==> src/rtl/ex_pkg.sv <==
// ex_pkg: ALU codes, M-extension op encodings, MD FSM states and forwarding selects.
package ex_pkg;

  localparam logic [3:0] ALU_ADD  = 4'd0;
  localparam logic [3:0] ALU_SUB  = 4'd1;
  localparam logic [3:0] ALU_SLL  = 4'd2;
  localparam logic [3:0] ALU_SLT  = 4'd3;
  localparam logic [3:0] ALU_SLTU = 4'd4;
  localparam logic [3:0] ALU_XOR  = 4'd5;
  localparam logic [3:0] ALU_SRL  = 4'd6;
  localparam logic [3:0] ALU_SRA  = 4'd7;
  localparam logic [3:0] ALU_OR   = 4'd8;
  localparam logic [3:0] ALU_AND  = 4'd9;
  localparam logic [3:0] ALU_LUI  = 4'd10;

  localparam logic [2:0] MD_MUL    = 3'd0;
  localparam logic [2:0] MD_MULH   = 3'd1;
  localparam logic [2:0] MD_MULHSU = 3'd2;
  localparam logic [2:0] MD_MULHU  = 3'd3;
  localparam logic [2:0] MD_DIV    = 3'd4;
  localparam logic [2:0] MD_DIVU   = 3'd5;
  localparam logic [2:0] MD_REM    = 3'd6;
  localparam logic [2:0] MD_REMU   = 3'd7;

  typedef enum logic [1:0] {
    IDLE,
    BUSY,
    DONE
  } md_state_t;

  typedef enum logic [1:0] {
    FWD_RF,
    FWD_WB,
    FWD_MEM
  } fwd_sel_t;

  // MEM has priority over WB; x0 is never forwarded.
  function automatic fwd_sel_t fwd_select(input logic       rw_mem,
                                          input logic [4:0] rd_mem,
                                          input logic       rw_wb,
                                          input logic [4:0] rd_wb,
                                          input logic [4:0] rs);
    fwd_sel_t sel;
    sel = FWD_RF;
    if (rw_mem && (rd_mem != 5'd0) && (rd_mem == rs)) begin
      sel = FWD_MEM;
    end else if (rw_wb && (rd_wb != 5'd0) && (rd_wb == rs)) begin
      sel = FWD_WB;
    end
    return sel;
  endfunction

endpackage

==> src/rtl/ex_stage_md_if.sv <==
// ex_stage_md_if: M-op handshake and MEM/WB forwarding bus seen by the EX stage.
interface ex_stage_md_if #(
  parameter int unsigned XLEN   = 32,
  parameter int unsigned MDOP_W = 3
);
  logic              MDValid_ex;
  logic [MDOP_W-1:0] MDOp_ex;
  logic              flush_ex;
  logic              Stall_ex;
  logic [4:0]        rdAddr_mem;
  logic [4:0]        rdAddr_wb;
  logic [XLEN-1:0]   ALUResult_mem;
  logic [XLEN-1:0]   RegWriteData_wb;
  logic              RegWrite_mem;
  logic              RegWrite_wb;

  modport master (
    output MDValid_ex, MDOp_ex, flush_ex,
    output rdAddr_mem, rdAddr_wb, ALUResult_mem, RegWriteData_wb, RegWrite_mem, RegWrite_wb,
    input  Stall_ex
  );

  modport slave (
    input  MDValid_ex, MDOp_ex, flush_ex,
    input  rdAddr_mem, rdAddr_wb, ALUResult_mem, RegWriteData_wb, RegWrite_mem, RegWrite_wb,
    output Stall_ex
  );
endinterface

==> src/rtl/alu.sv <==
// alu: combinational RV32/RV64 integer ALU.
module alu
  import ex_pkg::*;
#(
  parameter int unsigned XLEN      = 32,
  parameter int unsigned ALUCODE_W = 4
) (
  input  logic [ALUCODE_W-1:0] ALUCode,
  input  logic [XLEN-1:0]      A,
  input  logic [XLEN-1:0]      B,
  output logic [XLEN-1:0]      Result
);

  localparam int unsigned SH_W = $clog2(XLEN);

  logic [SH_W-1:0] shamt;
  assign shamt = B[SH_W-1:0];

  always_comb begin
    Result = '0;
    case (ALUCode)
      ALUCODE_W'(ALU_ADD):  Result = A + B;
      ALUCODE_W'(ALU_SUB):  Result = A - B;
      ALUCODE_W'(ALU_SLL):  Result = A << shamt;
      ALUCODE_W'(ALU_SLT):  Result = {{(XLEN-1){1'b0}}, ($signed(A) < $signed(B))};
      ALUCODE_W'(ALU_SLTU): Result = {{(XLEN-1){1'b0}}, (A < B)};
      ALUCODE_W'(ALU_XOR):  Result = A ^ B;
      ALUCODE_W'(ALU_SRL):  Result = A >> shamt;
      ALUCODE_W'(ALU_SRA):  Result = $signed(A) >>> shamt;
      ALUCODE_W'(ALU_OR):   Result = A | B;
      ALUCODE_W'(ALU_AND):  Result = A & B;
      ALUCODE_W'(ALU_LUI):  Result = B;
      default:              Result = '0;
    endcase
  end

endmodule

==> src/rtl/md_unit.sv <==
// md_unit: iterative RV-M multiply/divide with IDLE/BUSY/DONE FSM and stall.
// MD_FAST_MUL_EN: multiplies complete from IDLE with a single-cycle product.
module md_unit
  import ex_pkg::*;
#(
  parameter int unsigned XLEN   = 32,
  parameter int unsigned MDOP_W = 3
) (
  input  logic              clk,
  input  logic              rst_n,
  input  logic              md_valid,
  input  logic [MDOP_W-1:0] md_op,
  input  logic              flush,
  input  logic [XLEN-1:0]   op_a,
  input  logic [XLEN-1:0]   op_b,
  output logic              md_stall,
  output logic              md_done,
  output logic [XLEN-1:0]   md_result
);

  localparam int unsigned   CNT_W   = $clog2(XLEN + 1);
  localparam logic [XLEN-1:0] MIN_VAL = {1'b1, {(XLEN-1){1'b0}}};

  function automatic logic op_is(input logic [MDOP_W-1:0] op, input logic [2:0] code);
    return op == MDOP_W'(code);
  endfunction

  md_state_t         state_q, state_d;
  logic [CNT_W-1:0]  count_q, count_d;
  logic [XLEN-1:0]   md_result_q, md_result_d;
  logic [XLEN-1:0]   hi_q, hi_d;
  logic [XLEN-1:0]   lo_q, lo_d;
  logic [XLEN-1:0]   b_q, b_d;
  logic [MDOP_W-1:0] op_q, op_d;
  logic              neg_q, neg_d;

  logic            in_div, in_rem, in_sdiv, a_signed, b_signed, sign_a, sign_b;
  logic            div_by_zero, div_ovf;
  logic [XLEN-1:0] mag_a, mag_b;
  logic            q_div, q_rem, q_mul_lo;
  logic [XLEN:0]   mul_sum, div_shift, div_diff;
  logic [XLEN-1:0] quo_rem;
  logic [2*XLEN-1:0] prod;

  assign in_div   = op_is(md_op, MD_DIV) | op_is(md_op, MD_DIVU) |
                    op_is(md_op, MD_REM) | op_is(md_op, MD_REMU);
  assign in_rem   = op_is(md_op, MD_REM) | op_is(md_op, MD_REMU);
  assign in_sdiv  = op_is(md_op, MD_DIV) | op_is(md_op, MD_REM);
  assign a_signed = op_is(md_op, MD_MUL) | op_is(md_op, MD_MULH) |
                    op_is(md_op, MD_MULHSU) | in_sdiv;
  assign b_signed = op_is(md_op, MD_MUL) | op_is(md_op, MD_MULH) | in_sdiv;
  assign sign_a   = a_signed & op_a[XLEN-1];
  assign sign_b   = b_signed & op_b[XLEN-1];
  assign mag_a    = sign_a ? -op_a : op_a;
  assign mag_b    = sign_b ? -op_b : op_b;

  assign div_by_zero = in_div && (op_b == '0);
  assign div_ovf     = in_sdiv && (op_a == MIN_VAL) && (op_b == '1);

  assign q_div    = op_is(op_q, MD_DIV) | op_is(op_q, MD_DIVU) |
                    op_is(op_q, MD_REM) | op_is(op_q, MD_REMU);
  assign q_rem    = op_is(op_q, MD_REM) | op_is(op_q, MD_REMU);
  assign q_mul_lo = op_is(op_q, MD_MUL);

  // Both paths work on magnitudes in {hi,lo}: shift-add product, or remainder/quotient.
  assign mul_sum   = {1'b0, hi_q} + (lo_q[0] ? {1'b0, b_q} : '0);
  assign div_shift = {hi_q, lo_q[XLEN-1]};
  assign div_diff  = div_shift - {1'b0, b_q};

`ifdef MD_FAST_MUL_EN
  logic [2*XLEN-1:0] fast_a, fast_b, fast_prod;
  assign fast_a    = a_signed ? {{XLEN{op_a[XLEN-1]}}, op_a} : {{XLEN{1'b0}}, op_a};
  assign fast_b    = b_signed ? {{XLEN{op_b[XLEN-1]}}, op_b} : {{XLEN{1'b0}}, op_b};
  assign fast_prod = fast_a * fast_b;
`endif

  always_comb begin
    state_d     = state_q;
    count_d     = count_q;
    md_result_d = md_result_q;
    hi_d        = hi_q;
    lo_d        = lo_q;
    b_d         = b_q;
    op_d        = op_q;
    neg_d       = neg_q;
    md_stall    = 1'b0;
    quo_rem     = '0;
    prod        = '0;

    case (state_q)
      IDLE: begin
        if (md_valid && !flush) begin
          md_stall = 1'b1;
          op_d     = md_op;
          hi_d     = '0;
          lo_d     = mag_a;
          b_d      = mag_b;
          neg_d    = in_rem ? sign_a : (sign_a ^ sign_b);
          if (div_by_zero) begin
            md_result_d = in_rem ? op_a : '1;
            state_d     = DONE;
          end else if (div_ovf) begin
            md_result_d = in_rem ? '0 : MIN_VAL;
            state_d     = DONE;
`ifdef MD_FAST_MUL_EN
          end else if (!in_div) begin
            md_result_d = op_is(md_op, MD_MUL) ? fast_prod[XLEN-1:0] : fast_prod[2*XLEN-1:XLEN];
            state_d     = DONE;
`endif
          end else begin
            count_d = CNT_W'(XLEN);
            state_d = BUSY;
          end
        end
      end

      BUSY: begin
        md_stall = 1'b1;
        count_d  = count_q - CNT_W'(1);
        if (q_div) begin
          hi_d = div_diff[XLEN] ? div_shift[XLEN-1:0] : div_diff[XLEN-1:0];
          lo_d = {lo_q[XLEN-2:0], ~div_diff[XLEN]};
        end else begin
          hi_d = mul_sum[XLEN:1];
          lo_d = {mul_sum[0], lo_q[XLEN-1:1]};
        end
        // Last iteration: fix-up reads this cycle's hi_d/lo_d so no extra cycle is spent.
        if (count_q == CNT_W'(1)) begin
          state_d = DONE;
          if (q_div) begin
            quo_rem     = q_rem ? hi_d : lo_d;
            md_result_d = neg_q ? -quo_rem : quo_rem;
          end else begin
            prod        = neg_q ? -{hi_d, lo_d} : {hi_d, lo_d};
            md_result_d = q_mul_lo ? prod[XLEN-1:0] : prod[2*XLEN-1:XLEN];
          end
        end
      end

      DONE: begin
        state_d = IDLE;
      end

      default: begin
        state_d = IDLE;
      end
    endcase

    if (flush) begin
      state_d = IDLE;
    end
    if (flush || !rst_n) begin
      md_stall = 1'b0;
    end
  end

  always_ff @(posedge clk or negedge rst_n) begin
    if (!rst_n) begin
      state_q     <= IDLE;
      count_q     <= '0;
      md_result_q <= '0;
      hi_q        <= '0;
      lo_q        <= '0;
      b_q         <= '0;
      op_q        <= '0;
      neg_q       <= 1'b0;
    end else begin
      state_q     <= state_d;
      count_q     <= count_d;
      md_result_q <= md_result_d;
      hi_q        <= hi_d;
      lo_q        <= lo_d;
      b_q         <= b_d;
      op_q        <= op_d;
      neg_q       <= neg_d;
    end
  end

  assign md_done   = (state_q == DONE);
  assign md_result = md_result_q;

endmodule

==> src/rtl/ex_stage_md.sv <==
// ex_stage_md: EX stage with MEM/WB forwarding, ALU operand muxing and RV-M unit.
// MD_FAST_MUL_EN (in md_unit): single-cycle multiplies.
module ex_stage_md
  import ex_pkg::*;
#(
  parameter int unsigned XLEN      = 32,
  parameter int unsigned ALUCODE_W = 4,
  parameter int unsigned MDOP_W    = 3
) (
  input  logic                 clk,
  input  logic                 rst_n,
  ex_stage_md_if.slave         bus,
  input  logic [ALUCODE_W-1:0] ALUCode_ex,
  input  logic                 ALUSrcA_ex,
  input  logic [1:0]           ALUSrcB_ex,
  input  logic [XLEN-1:0]      Imm_ex,
  input  logic [XLEN-1:0]      PC_ex,
  input  logic [XLEN-1:0]      rs1Data_ex,
  input  logic [XLEN-1:0]      rs2Data_ex,
  input  logic [4:0]           rs1Addr_ex,
  input  logic [4:0]           rs2Addr_ex,
  output logic [XLEN-1:0]      ALUResult_ex,
  output logic [XLEN-1:0]      MemWriteData_ex,
  output logic [XLEN-1:0]      ALU_A,
  output logic [XLEN-1:0]      ALU_B
);

  fwd_sel_t        fwd_a_sel, fwd_b_sel;
  logic [XLEN-1:0] rs1_fwd, rs2_fwd, alu_result, md_result;
  logic            md_stall, md_done;

  always_comb begin
    fwd_a_sel = fwd_select(bus.RegWrite_mem, bus.rdAddr_mem, bus.RegWrite_wb, bus.rdAddr_wb, rs1Addr_ex);
    fwd_b_sel = fwd_select(bus.RegWrite_mem, bus.rdAddr_mem, bus.RegWrite_wb, bus.rdAddr_wb, rs2Addr_ex);
    rs1_fwd   = rs1Data_ex;
    rs2_fwd   = rs2Data_ex;
    case (fwd_a_sel)
      FWD_MEM: rs1_fwd = bus.ALUResult_mem;
      FWD_WB:  rs1_fwd = bus.RegWriteData_wb;
      default: rs1_fwd = rs1Data_ex;
    endcase
    case (fwd_b_sel)
      FWD_MEM: rs2_fwd = bus.ALUResult_mem;
      FWD_WB:  rs2_fwd = bus.RegWriteData_wb;
      default: rs2_fwd = rs2Data_ex;
    endcase
  end

  always_comb begin
    ALU_A = ALUSrcA_ex ? PC_ex : rs1_fwd;
    ALU_B = rs2_fwd;
    if (ALUSrcB_ex[1]) begin
      ALU_B = XLEN'(4);
    end else if (ALUSrcB_ex[0]) begin
      ALU_B = Imm_ex;
    end
  end

  alu #(
    .XLEN      (XLEN),
    .ALUCODE_W (ALUCODE_W)
  ) u_alu (
    .ALUCode (ALUCode_ex),
    .A       (ALU_A),
    .B       (ALU_B),
    .Result  (alu_result)
  );

  md_unit #(
    .XLEN   (XLEN),
    .MDOP_W (MDOP_W)
  ) u_md_unit (
    .clk       (clk),
    .rst_n     (rst_n),
    .md_valid  (bus.MDValid_ex),
    .md_op     (bus.MDOp_ex),
    .flush     (bus.flush_ex),
    .op_a      (rs1_fwd),
    .op_b      (rs2_fwd),
    .md_stall  (md_stall),
    .md_done   (md_done),
    .md_result (md_result)
  );

  assign bus.Stall_ex    = md_stall;
  assign MemWriteData_ex = rs2_fwd;
  assign ALUResult_ex    = md_done ? md_result : alu_result;

endmodule

==> src/flat_wrapper.sv <==
// flat-port wrapper written by rule: the top's interface ports become plain ports
module ex_stage_md_flat import ex_pkg::*;
#(
  parameter int unsigned XLEN      = 32,
  parameter int unsigned ALUCODE_W = 4,
  parameter int unsigned MDOP_W    = 3
)
  (clk, rst_n, ALUCode_ex, ALUSrcA_ex, ALUSrcB_ex, Imm_ex, PC_ex, rs1Data_ex, rs2Data_ex, rs1Addr_ex, rs2Addr_ex, ALUResult_ex, MemWriteData_ex, ALU_A, ALU_B, bus_MDValid_ex, bus_MDOp_ex, bus_flush_ex, bus_rdAddr_mem, bus_rdAddr_wb, bus_ALUResult_mem, bus_RegWriteData_wb, bus_RegWrite_mem, bus_RegWrite_wb, bus_Stall_ex);
  ex_stage_md_if #(.XLEN(XLEN), .MDOP_W(MDOP_W)) bus_i ();
  input  logic clk;
  input  logic rst_n;
  input  logic [ALUCODE_W-1:0] ALUCode_ex;
  input  logic ALUSrcA_ex;
  input  logic [1:0] ALUSrcB_ex;
  input  logic [XLEN-1:0] Imm_ex;
  input  logic [XLEN-1:0] PC_ex;
  input  logic [XLEN-1:0] rs1Data_ex;
  input  logic [XLEN-1:0] rs2Data_ex;
  input  logic [4:0] rs1Addr_ex;
  input  logic [4:0] rs2Addr_ex;
  output logic [XLEN-1:0] ALUResult_ex;
  output logic [XLEN-1:0] MemWriteData_ex;
  output logic [XLEN-1:0] ALU_A;
  output logic [XLEN-1:0] ALU_B;
  input wire logic [$bits(bus_i.MDValid_ex)-1:0] bus_MDValid_ex;
  input wire logic [$bits(bus_i.MDOp_ex)-1:0] bus_MDOp_ex;
  input wire logic [$bits(bus_i.flush_ex)-1:0] bus_flush_ex;
  input wire logic [$bits(bus_i.rdAddr_mem)-1:0] bus_rdAddr_mem;
  input wire logic [$bits(bus_i.rdAddr_wb)-1:0] bus_rdAddr_wb;
  input wire logic [$bits(bus_i.ALUResult_mem)-1:0] bus_ALUResult_mem;
  input wire logic [$bits(bus_i.RegWriteData_wb)-1:0] bus_RegWriteData_wb;
  input wire logic [$bits(bus_i.RegWrite_mem)-1:0] bus_RegWrite_mem;
  input wire logic [$bits(bus_i.RegWrite_wb)-1:0] bus_RegWrite_wb;
  output wire logic [$bits(bus_i.Stall_ex)-1:0] bus_Stall_ex;
  assign bus_i.MDValid_ex = bus_MDValid_ex;
  assign bus_i.MDOp_ex = bus_MDOp_ex;
  assign bus_i.flush_ex = bus_flush_ex;
  assign bus_i.rdAddr_mem = bus_rdAddr_mem;
  assign bus_i.rdAddr_wb = bus_rdAddr_wb;
  assign bus_i.ALUResult_mem = bus_ALUResult_mem;
  assign bus_i.RegWriteData_wb = bus_RegWriteData_wb;
  assign bus_i.RegWrite_mem = bus_RegWrite_mem;
  assign bus_i.RegWrite_wb = bus_RegWrite_wb;
  assign bus_Stall_ex = bus_i.Stall_ex;
  ex_stage_md #(.XLEN(XLEN), .ALUCODE_W(ALUCODE_W), .MDOP_W(MDOP_W)) u_core (.clk(clk), .rst_n(rst_n), .bus(bus_i), .ALUCode_ex(ALUCode_ex), .ALUSrcA_ex(ALUSrcA_ex), .ALUSrcB_ex(ALUSrcB_ex), .Imm_ex(Imm_ex), .PC_ex(PC_ex), .rs1Data_ex(rs1Data_ex), .rs2Data_ex(rs2Data_ex), .rs1Addr_ex(rs1Addr_ex), .rs2Addr_ex(rs2Addr_ex), .ALUResult_ex(ALUResult_ex), .MemWriteData_ex(MemWriteData_ex), .ALU_A(ALU_A), .ALU_B(ALU_B));
endmodule
==> config.mk <==
export PLATFORM = sky130hd
export DESIGN_NAME = ex_stage_md_flat
export DESIGN_NICKNAME = d
export VERILOG_FILES = /design/src/rtl/ex_pkg.sv /design/src/rtl/ex_stage_md_if.sv /design/src/rtl/alu.sv /design/src/rtl/md_unit.sv /design/src/rtl/ex_stage_md.sv /design/src/flat_wrapper.sv
export SDC_FILE = /design/constraint.sdc
export NUM_CORES = 2
export LEC_CHECK = 0
export BUFFER_PORTS_ARGS = -buffer_cell sky130_fd_sc_hd__buf_2
export CAP_MARGIN = 20
export CORE_ASPECT_RATIO = 0.8
export CORE_MARGIN = 3
export CORE_UTILIZATION = 45
export CTS_CLUSTER_SIZE = 14
export DETAILED_ROUTE_END_ITERATION = 7
export PLACE_DENSITY = 0.73
export RECOVER_POWER = 100
export SYNTH_ARGS = -nofsm -noshare
export SYNTH_HDL_FRONTEND = slang
export SYNTH_SLANG_ARGS = --single-unit
==> constraint.sdc <==
create_clock -name clk -period 19.45 [get_ports clk]
set_clock_uncertainty 0.15 [all_clocks]
set_input_delay 5.835 -clock clk [delete_from_list [all_inputs] [get_ports clk]]
set_output_delay 5.835 -clock clk [all_outputs]
set_load 0.01 [all_outputs]
Yosys cells after proc, flatten, opt, wreduce, memory -nomap -nowiden
Cells that the tools add are included.
Storage, ports and cells
  register bits: 140
  bits of input ports: 228
  output and inout bits: 129
  word-level logic and storage cells: 157
Operators by class
  add/sub/neg operators: 9
  $lt $le $gt $ge: 2
  equality and inequality tests: 40
  shift operators: 3
  multiplexer cells: 49
  bitwise logic cells: 20
  reduce and logical (&&, ||, !) cells: 26
Operators with widths (number)
  32-bit 2-to-1 mux: 24
  32-bit one-hot mux with 11 select lines: 1
  32-bit one-hot mux with 2 select lines: 5
  32-bit negator: 3
  32-bit equality test, second input constant: 2
  32-bit < comparator: 2
  64-bit 2-to-1 mux: 1
  64-bit negator: 1
  32-bit by 32-bit adder with 33-bit output: 1
  33-bit by 32-bit subtractor with 33-bit output: 1
  32-bit adder: 1
  32-bit AND: 1
  32-bit zero test: 1
  32-bit bitwise OR: 1
  32-bit by 5-bit << shifter with 32-bit output: 1
  32-bit by 5-bit right shift with 32-bit output: 1
  32-bit by 5-bit >>> shifter with 32-bit output: 1
  32-bit subtractor: 1
  32-bit XOR: 1
  3-bit equality test, second input constant: 8
  5-bit equality test: 4
  6-bit 2-to-1 mux: 3
  4-bit by 3-bit equality test with 1-bit output, second input constant: 4
  2-bit 2-to-1 mux: 7
  29 further kinds: 73

Depth between registers and ports, before layout
  word-level depth: 15
  mapped depth: 27
  depth with buffers taken out: 23

Hierarchy
Synthesis repeated with hierarchy kept, for this count alone.
Unflattened totals
  cells, all modules: 4142
  area, all modules: 29653.4 um^2
Modules (own cells, without submodules)
  md_unit: instances 1, cells an instance 2315, area an instance 17047.6 um^2, seq. area each 3503.4 um^2
  alu: instances 1, cells an instance 1381, area an instance 8932.3 um^2, seq. area each 0.0 um^2
  ex_stage_md: instances 1, cells an instance 446, area an instance 3673.5 um^2, seq. area each 0.0 um^2

Worst setup path after synthesis
Ideal clock, no wire load.
  path type: input-to-output
  start point: input port bus_rdAddr_mem[0]
  end point: output port ALUResult_ex[25]
  arrival: 11909 ps
  data required time: 13465 ps
  path slack: 1556 ps
  cell stages on the path: 26
  cell sequence: or4_1 o21ai_2 or3_1 buf_2 buf_4 buf_2 a311o_1 a21o_1 buf_2 buf_1 clkbuf_1 clkbuf_1 ha_1 nor2b_1 o21ai_0 a21oi_1 o21ai_0 a21boi_0 a31o_2 a311o_1 a31oi_1 o21ai_0 nor3_1 o32ai_1 xnor2_1 o41ai_1
Between the ends
  cells in the longest elaborated chain, start to end: 11
  elaborated cells on any way between the ends: 27
  classes of those cells: add/sub (2); eq/ne (6); shift (3); mux (9); bitwise (3); reduce/logical (4)
Ends and longest elaborated chain
  from (decl): RTL line flat_wrapper.sv:28  | input wire logic [$bits(bus_i.rdAddr_mem)-1:0] bus_rdAddr_mem;
  5-bit nonzero test: RTL line ex_pkg.sv:45  | if (rw_mem && (rd_mem != 5'd0) && (rd_mem == rs)) begin
  1-bit logical AND (2 in a row): RTL line ex_pkg.sv:45
  2-bit 2-to-1 mux: RTL line ex_pkg.sv:45
  2-bit by 1-bit equality test with 1-bit output or 2-bit equality test (tied branches): RTL line ex_stage_md.sv:42  | case (fwd_b_sel)
  32-bit one-hot mux with 2 select lines: RTL line ex_stage_md.sv:42
  32-bit 2-to-1 mux: RTL line ex_stage_md.sv:54  | end else if (ALUSrcB_ex[0]) begin
  32-bit 2-to-1 mux: RTL line ex_stage_md.sv:52  | if (ALUSrcB_ex[1]) begin
  32-bit subtractor (tied with other cells): RTL line alu.sv:23  | ALUCODE_W'(ALU_SUB): Result = A - B;
  32-bit one-hot mux with 11 select lines *: RTL line alu.sv:21  | case (ALUCode)
  32-bit 2-to-1 mux *: RTL line ex_stage_md.sv:87  | assign ALUResult_ex = md_done ? md_result : alu_result;
  to (decl): RTL line flat_wrapper.sv:21  | output logic [XLEN-1:0] ALUResult_ex;
Mark *: on every way between the ends. The rest lies on a longest branch, timed or not.

Worst setup path after layout
  start point: input port bus_rdAddr_mem[0]
  end point: output port ALUResult_ex[0]
Between the ends
  cells in the longest elaborated chain, start to end: 11
  elaborated cells on any way between the ends: 29
  classes of those cells: add/sub (2); order compare (2); eq/ne (6); shift (3); mux (9); bitwise (3); reduce/logical (4)
Ends and longest elaborated chain (RTL line)
  5-bit nonzero test: ex_pkg.sv:45
  1-bit logical AND (2 in a row): ex_pkg.sv:45
  2-bit 2-to-1 mux: ex_pkg.sv:45
  2-bit by 1-bit equality test with 1-bit output or 2-bit equality test (tied branches): ex_stage_md.sv:42
  32-bit one-hot mux with 2 select lines: ex_stage_md.sv:42
  32-bit 2-to-1 mux: ex_stage_md.sv:54
  32-bit 2-to-1 mux: ex_stage_md.sv:52
  32-bit subtractor (tied with other cells): alu.sv:23
  32-bit one-hot mux with 11 select lines *: alu.sv:21
  32-bit 2-to-1 mux *: ex_stage_md.sv:87
Marks and branches as above.

==> flow_metrics.env <==
export IMPL_yosysUniqueCellTypes=116
export IMPL_synth_area_sq_mm=0.0290
export IMPL_syn_num_nets=4622
export IMPL_grt_usage_pct=50.0
export IMPL_via_per_inst=7.30
export IMPL_antenna_found_initial=11
export IMPL_drtIter0Drc=7285
export IMPL_synth_edf_count=0
export IMPL_start_util_pct=45.9
export IMPL_wire_per_inst_microns=33.7
export IMPL_hp_class="flip-flop to flip-flop"
export IMPL_setup_viol=0
export IMPL_hold_viol_final=0
export IMPL_clkTransAtPathRegs_ps=70
export IMPL_rsz0062_at_grt="false"
export IMPL_cts_resized=0
export IMPL_cp_top_family="compound AO/OA/AOI/OAI gates"
export IMPL_grt_pass1_wl_microns=250000
export IMPL_p_sw_mw=2.38
export IMPL_crit_fanout=32
export IMPL_layout_nets=4841
export IMPL_ctsHoldBuffers=0
export IMPL_cp_num_buf_inv=4
export IMPL_drtPass1Iterations=8
export IMPL_fillCellCount=6553
export IMPL_timing_worst_setup_path_type="primary input to primary output"
export IMPL_die_x_microns=290
export IMPL_grt_pass1_vias=34500
export IMPL_die_h_microns=233
export IMPL_crit_arrival_ps=13140
export IMPL_tightest_slew_ps=4920
export IMPL_end_kind="primary output"
export IMPL_cts_buffers=17
export IMPL_io_pins=357
export IMPL_globalRouteOverflowTotal=0
export IMPL_hpwl_microns=144000
export IMPL_synthSimpleGateAreaFrac_pct=25.7
export IMPL_cts_sinks=140
export IMPL_period_share_pct=98.3
export IMPL_drc=22
export IMPL_r2r_start="u_core.u_md_unit.lo_q[31]"
export IMPL_p_leak_nw=13.6
export IMPL_area_delta_synth_final_pct=11.0
export IMPL_layout_drive_gt1_share_pct=12.6
export IMPL_clock_fmax_mhz=52.3
export IMPL_seqPwrFrac_pct=15.3
export IMPL_grt_max_degree=82
export IMPL_yosysTopAreaCellShare_pct=12.1
export IMPL_crit_path_max_incr_delay_ps=950
export IMPL_relSlewSlack_pct=-228
export IMPL_crit_start="bus_rdAddr_mem[0]"
export IMPL_vias=38600
export IMPL_coreArea_sq_mm=0.0632
export IMPL_syn_inst=4217
export IMPL_finalWorstPathRequiredPeriod_ps=19120
export IMPL_drv_slew=391
export IMPL_p_clk_share_pct=8.8
export IMPL_rows=82
export IMPL_drt_antenna_violating_nets=0
export IMPL_startpoint_type="primary input"
export IMPL_cp_cell_sequence="clkbuf_1, or4_1, o21ai_2, or3_1, a31oi_1, mux2i_1, or2_2, ha_1, inv_1, a21oi_1, o21ai_0, a311oi_1, o311a_1, a2111oi_0, clkbuf_1, o21a_1, o311ai_1, nand2_1, o21ai_0, a31oi_1, o21ai_0, nand4_1, buf_2"
export IMPL_synth_cells_most_frequent="nand2_1 (520), nor2_1 (313), a21oi_1 (306)"
export IMPL_slowest_stage="or3_1"
export IMPL_synthFlopType="dfrtp_1"
export IMPL_ys_seq_elements=140
export IMPL_internal_power_mw=1.54
export IMPL_clock_latency_ps=470
export IMPL_clock_path_buffers=2
export IMPL_synth_area_leaders="dfrtp_1 (12%), ha_1 (7.5%), nand2_1 (6.7%)"
export IMPL_yosysTopAreaCell="dfrtp_1"
export IMPL_ys_seq_area_share_pct=12.1
export IMPL_yosys_warnings=0
export IMPL_crit_required_ps=13470
export IMPL_cts_tree="built"
export IMPL_synth_mux_area_share_pct=8.07
export IMPL_place_gp_congestion=1.12
export IMPL_synth_fa_ha_area_share_pct=7.74
export IMPL_synth_xor_area_share_pct=5.95
export IMPL_post_synth_top_count_cell="nand2_1"
export IMPL_power_mw=3.92
export IMPL_p_per_area_mw_per_mm2=122
export IMPL_status="finished, violations left"
export IMPL_violations="design-rule violations, max-capacitance violations, max-slew violations"
export IMPL_cts_htree_levels=4
export IMPL_worst_slack_ps=326
export IMPL_peakVddDrop_mv=0.122
export IMPL_synth_compound_area_share_pct=33.8
export IMPL_switching_share_pct=60.6
export IMPL_cts_setup_buffers=0
export IMPL_port_buffers=356
export IMPL_synth_top_family_by_area="compound AO/OA/AOI/OAI gates"
export IMPL_p_comb_share_pct=75.9
export IMPL_pre_cts_slack_ps=808
export IMPL_synth_avg_cell_area_sq_um=6.88
export IMPL_maxCapViolCount=7
export IMPL_async_flop_share_pct=100
export IMPL_wl_microns=179000
export IMPL_cts_root_buf="clkbuf_16"
export IMPL_cpMostUsedCell="o21ai_0"
export IMPL_fin_setup_tns_ps=0
export IMPL_min_from="u_core.u_md_unit.md_result[18]"
export IMPL_dieArea_sq_mm=0.0676
cells in the final DEF, fill, tap and decap left out, drive strengths merged, types with 67 or more instances in the layout:
master,netlist,layout
and2,69,69
a21o,67,67
dfrtp,140,140
a21oi,308,308
nor4,75,75
ha,173,173
clkbuf,234,135
o31ai,73,73
nor3,117,117
nand2,521,521
xnor2,133,133
inv,165,176
nor2,313,313
nand3,144,144
mux2i,192,192
nand4,88,88
a31oi,109,109
buf,81,398
o21ai,324,324
per-layer routing:
layer	GRT usage, %	share of wire (%)	up-vias
li1	-	-	16300
met1	65.5	38	18300
met2	66.8	38	3419
met3	25.3	18	575
met4	24.7	6.1	21
met5	0	0.15	-
flip-flops by register name, summed over array words and instances (netlist names):
name and count:
u_core.u_md_unit.b_q 32, u_core.u_md_unit.op_q 3, u_core.u_md_unit.hi_q 32, u_core.u_md_unit.state_q 2, u_core.u_md_unit.lo_q 32, u_core.u_md_unit.md_result 32
u_core.u_md_unit.neg_q 1, u_core.u_md_unit.count_q 6
worst reg2reg max path, stage by stage (launching register included):
cell and delay [ps]:
dfrtp_1 570, inv_1 130, ha_1 180, inv_1 60, fa_1 410, a211o_1 310, a2111o_1 570, or3b_4 320
a21oi_4 100, o211ai_4 240, nand3_4 440, a21oi_1 390, ha_1 350, nand4_1 320, nor4_1 960, nand2_1 340
nor4_1 430, and4_1 530, a21oi_1 150, xnor2_1 180, o21ai_0 230, a21oi_1 140, a21o_1 220
worst paths after layout:
check,end,slack (ps),cells past startpoint
max in group asynchronous,u_core.u_md_unit.neg_q,6920,2
min,u_core.u_md_unit.md_result[18],340,2
min in group asynchronous,u_core.u_md_unit.count_q[0],6980,1
min reg2reg,u_core.u_md_unit.md_result[18],340,2
max,ALUResult_ex[0],330,23
max reg2reg,u_core.u_md_unit.md_result[6],11630,22
final cells by class:
cell class	instances	area [sq um]	area share (%)
Antenna cell	4	10.0	0.0311
Clock buffer	18	439	1.36
Clock inverter	14	145	0.451
Inverter	168	631	1.96
Multi-Input combinational cell	3594	23700	73.5
Sequential cell	140	3510	10.9
Tap cell	840	1050	3.26
Timing Repair Buffer	515	2750	8.55
power by group through the flow:
stage	Combinational, mW	Sequential (mW)	Clock [mW]
6_report	2.98	0.599	0.346
5_1_grt	3.14	0.599	0.356
4_1_cts	2.80	0.583	0.342
3_5_place_dp	2.79	0.588	0
3_3_place_gp	2.77	0.586	0
2_1_floorplan	1.99	0.479	0
cell families (layout without fill, tap and decap cells):
logic type	Yosys count	in the layout
AOI/OAI and AO/OA	1455	1455
xor gates and xnor gates	197	197
adders and majority gates	177	177
buffers and inverters	483	715
DFF	140	140
muxes	224	224
other	0	4
and+or+nand+nor	1541	1541
metrics by stage:
| step | hold slack, ps | std cells | util [%] | area (sq um) |
|---|---|---|---|---|
| after global placement | 315 | 5249 | 50.3 | 31800 |
| after CTS | 340 | 5281 | 51.2 | 32400 |
| after detailed placement | 322 | 5249 | 50.3 | 31800 |
| after floorplan | 289 | 4217 | - | 29000 |
| after global routing | 353 | 5289 | 51.0 | 32200 |
| final | 339 | 5293 | 51.0 | 32200 |
Note: power is estimated with default switching activity, not from simulation.
